## src/rtl/pipe_ctrl.sv

```systemverilog
// Central 5-stage pipeline controller: stall vector merge, jump/interrupt flush,
// precise interrupt entry sequencing and a sticky stall-timeout lock-up detector.
module pipe_ctrl #(
  parameter int STALL_TIMEOUT = 1024,
  parameter int CNT_WIDTH     = 11
) (
  input  logic        clk_i,
  input  logic        rst_i,
  input  logic        stall_if_i,
  input  logic        stall_id_i,
  input  logic        stall_exe_i,
  input  logic        stall_mem_i,
  input  logic        jump_req_i,
  input  logic        exe_valid_i,
  input  logic [31:0] exe_pc_i,
  input  logic        int_req_i,
  input  logic        int_en_i,
  output logic [5:0]  stall_o,
  output logic        flush_jump_o,
  output logic        flush_int_o,
  output logic        int_ack_o,
  output logic [31:0] int_epc_o,
  output logic        stall_timeout_o
);

  typedef enum logic [1:0] {IDLE, WAIT, ACK, HOLD} state_e;

  localparam logic [CNT_WIDTH-1:0] TIMEOUT_C = CNT_WIDTH'(STALL_TIMEOUT);

  state_e               state_q, state_d;
  logic                 int_ack_q, int_ack_d;
  logic [31:0]          int_epc_q, int_epc_d;
  logic [CNT_WIDTH-1:0] cnt_q, cnt_d;
  logic                 timeout_q, timeout_d;
  logic                 int_pend, take, flush_int;

  // The most downstream stalling stage freezes itself and everything upstream.
  always_comb begin
    stall_o = 6'b000000;
    if (stall_mem_i)      stall_o = 6'b011111;
    else if (stall_exe_i) stall_o = 6'b001111;
    else if (stall_id_i)  stall_o = 6'b000111;
    else if (stall_if_i)  stall_o = 6'b000011;
  end

  assign flush_jump_o = jump_req_i & ~stall_mem_i;

  assign int_pend = int_req_i & int_en_i;
  assign take     = int_pend & exe_valid_i & ~stall_mem_i & ~stall_exe_i & ~jump_req_i;

  always_comb begin
    state_d   = state_q;
    flush_int = 1'b0;
    int_ack_d = 1'b0;
    int_epc_d = int_epc_q;
    case (state_q)
      IDLE: if (int_pend) state_d = WAIT;
      WAIT: begin
        if (!int_pend) begin
          state_d = IDLE;
        end else if (take) begin
          flush_int = 1'b1;
          int_epc_d = exe_pc_i;
          int_ack_d = 1'b1;
          state_d   = ACK;
        end
      end
      ACK:  state_d = HOLD;
      // Wait for the level request to drop so the same request cannot trap twice.
      HOLD: if (!int_req_i) state_d = IDLE;
      default: state_d = IDLE;
    endcase
  end

  assign flush_int_o = flush_int & ~rst_i;

  always_comb begin
    if (stall_o == 6'b000000)   cnt_d = '0;
    else if (cnt_q == TIMEOUT_C) cnt_d = cnt_q;
    else                         cnt_d = cnt_q + 1'b1;
    timeout_d = timeout_q | (cnt_d == TIMEOUT_C);
  end

  always_ff @(posedge clk_i) begin
    if (rst_i) begin
      state_q   <= IDLE;
      int_ack_q <= 1'b0;
      int_epc_q <= '0;
      cnt_q     <= '0;
      timeout_q <= 1'b0;
    end else begin
      state_q   <= state_d;
      int_ack_q <= int_ack_d;
      int_epc_q <= int_epc_d;
      cnt_q     <= cnt_d;
      timeout_q <= timeout_d;
    end
  end

  assign int_ack_o       = int_ack_q;
  assign int_epc_o       = int_epc_q;
  assign stall_timeout_o = timeout_q;

endmodule

```

## config.mk

```make
export PLATFORM = sky130hd
export DESIGN_NAME = pipe_ctrl
export DESIGN_NICKNAME = d
export VERILOG_FILES = /design/src/rtl/pipe_ctrl.sv
export SDC_FILE = /design/constraint.sdc
export NUM_CORES = 1
export LEC_CHECK = 0
export CAP_MARGIN = 20
export CORE_UTILIZATION = 42
export DETAILED_ROUTE_END_ITERATION = 8
export PLACE_DENSITY = 0.82
export SYNTH_ARGS = -nofsm -noshare
export SYNTH_HDL_FRONTEND = slang
export SYNTH_SLANG_ARGS = --single-unit
```

## constraint.sdc

```tcl
create_clock -name clk_i -period 2.8 [get_ports clk_i]
set_input_delay 0.84 -clock clk_i [delete_from_list [all_inputs] [get_ports clk_i]]
set_output_delay 0.84 -clock clk_i [all_outputs]
set_load 0.02 [all_outputs]
```

==> reports/metrics.yaml <==
use_met2_pct: 32.38
cts_root_buf: "clkbuf_8"
fin_skew_ns: 0.009343
fmax_mhz: 366.1
dieArea_sq_um: 4942
layout-drive-gt1-share_pct: 11.25
clock_path_buffers: 2
cp_max_fo: 2
synthMuxAreaShare_pct: 0
period_minus_slack_ns: 2.731
rr_startpoint: "cnt_q[0]"
grt.met3_usage_pct: 7.792
cts_tree: "built"
postSynthAreaPerCell_sq_um: 7.997
clock_sinks: 47
drv_slew: 0
min_path_type: "reg -> reg"
dr.pass1.iters: 4
final.period_utilization_pct: 97.54
yosysTopAreaCellShare_pct: 48.02
wire_per_inst_microns: 12.82
synth_fa_ha_area_share_pct: 1.277
synth_area_leaders: "dfxtp_1 (48%), nand2_1 (13%), a21oi_1 (8.9%)"
yosys_warnings: 0
n_fill_cell: 372
multi_input_area_sq_um: 964.7
p_per_area_nw_per_um2: 444.6
ant_nets: 0
die_h_microns: 70.30
ys_seq_area_share_pct: 48.02
seq_area_sq_um: 940.9
initial_core_util_pct: 44.39
crit_path_end_kind: "primary output"
io_buffer_count: 82
synth_top_family_by_area: "simple AND/OR/NAND/NOR gates"
clk_pin_slew_worst_paths_ns: 0.08
cp.arrival_ns: 1.89
setup_ws_ns: 0.06884
gr-usage-met1_pct: 26.28
grt_usage_pct: 20.83
synth_top_area_cell: "dfxtp_1"
nets: 372
peakVddDrop_mv: 0.3592
wl_mm: 4.884
antenna_found_initial: 0
synthSimpleGateAreaFrac_pct: 27.46
clk_latency_ns: 0.30
overflow: 0
power_mw: 1.332
pre_cts_ws_ns: -0.5559
rsz0062_at_grt: "false"
vias: 1921
final_util_pct: 67.89
whs_ns: 0.4359
p_leak_nw: 1.066
grt_pass1_wl_mm: 8.121
post-cts-setup-buffers: 0
run_status: "finished clean"
fin_cells: 381
maxCapViolCount: 0
die_w_microns: 70.30
min_from: "state_q[0]"
synth_compound_gate_area_share_pct: 13.41
startpoint: "exe_valid_i"
synth_nets: 289
netlist_area_sq_um: 1959
setup_viol: 0
ctsHoldBuffers: 0
place.gp.congestion: 0.8935
cts_made_buffers: 5
area_growth_pct: 52.94
dpl.hpwl_mm: 3.432
drc_errors: 0
pin_count: 84
n_antenna_cell: 0
drt-vias-per-instance: 5.042
htreeDepth: 2
grt.busiest_layer: "met2"
synth.distinct_cells: 34
synth_seq_cells: 47
core_sq_um: 4414
drt_iter0_drc: 89
grt_max_degree: 38
rows: 24
path_class: "in -> out"
synth_cells: 245
grt_pass1_vias: 1768
hold_violations: 0
synth-xor-area-share_pct: 4.470
cp-start-kind: "primary input"
dpl.cell_count: 373
cp.required_ns: 1.96
## state kept, by name, summed over array words and instances (netlist names), named ones only
register,cells
state_q,1
cnt_q,11
stall_timeout_o,1
int_epc_o,32
int_ack_o,1
## kinds of logic (layout without fill, tap and decap cells)
kind of cell | count (synthesis) | count (layout)
flip-flops | 47 | 47
other | 1 | 1
AO/OA/AOI/OAI | 46 | 46
buffers and inverters | 22 | 106
adder cells (fa/ha/maj) | 2 | 2
XOR/XNOR | 10 | 10
AND/OR/NAND/NOR | 117 | 117
## cell usage after synthesis, drive strengths merged
cell,number
o31ai,2
nand4b,1
conb,1
o21ai,4
xor2,3
or3,1
inv,6
clkbuf,7
nor2,22
a2bb2oi,1
nand2b,1
nand4,3
a211oi,3
a21oi,36
or2,2
nand2,68
nor4b,4
nor4,1
xnor2,7
nor3,4
nor3b,1
nand3,4
ha,2
or4,1
nor2b,2
and2b,2
buf,9
dfxtp,47
## power by group
part | total [mW] | internal [mW] | leakage, nW | switching [mW]
Clock | 0.528 | 0.294 | 0.0618 | 0.235
Combinational | 0.125 | 0.0740 | 0.625 | 0.0508
Sequential | 0.679 | 0.673 | 0.379 | 0.00638
Total | 1.33 | 1.04 | 1.07 | 0.292
## routing by layer
metal  routed length (microns)  vias up
met3                       422        8
met2                      2201       76
met1                      2188      870
met4                        72        0
met5                         0        -
li1                          -      967
## worst max-delay path, stage by stage
cell	delay, ns
clkdlybuf4s50_1	0.46
nor4b_4	0.23
nand2_2	0.10
nor2_2	0.13
buf_6	0.13
## metrics by stage
| step | TNS (ns) | area, sq um |
|---|---|---|
| floorplan | 0 | 1962 |
| global placement | -1.954 | 2850 |
| detailed placement | -2.152 | 2850 |
| CTS | -0.3073 | 2964 |
| global route | 0 | 2997 |
| finish | 0 | 2997 |
## final timing paths
| kind | endpoint | slack (ns) | cells after the start |
|---|---|---|---|
| setup reg to reg | stall_timeout_o | 0.93 | 6 |
| hold / removal | flop | 0.44 | 1 |
| setup / recovery | flush_int_o | 0.07 | 5 |
| hold reg to reg | flop | 0.44 | 1 |
## what timing repair did
item | in CTS | in global routing
endpoints found under the hold margin | 0 | 0
gates resized for setup | 19 | 14
pin swaps | 0 | 3
setup endpoints to repair | 7 | 3
## cell usage in the layout, fill, tap and decap left out, drive strengths merged, types with 4 or more instances in the layout
| cell | instances |
|---|---|
| nor3 | 4 |
| nor2 | 22 |
| clkbuf | 8 |
| inv | 7 |
| nor4b | 4 |
| nand2 | 68 |
| dfxtp | 47 |
| clkdlybuf4s50 | 72 |
| xnor2 | 7 |
| buf | 13 |
| nand3 | 4 |
| o21ai | 4 |
| a21oi | 36 |
## final cells by class
| class | instances | share of cell area [%] |
|---|---|---|
| Clock buffer | 6 | 2.756 |
| Clock inverter | 2 | 1.294 |
| Inverter | 6 | 0.7516 |
| Multi-Input combinational cell | 176 | 32.19 |
| Sequential cell | 47 | 31.40 |
| Tap cell | 52 | 2.171 |
| Timing Repair Buffer | 92 | 29.44 |
Power figures use the tool's default switching activity.
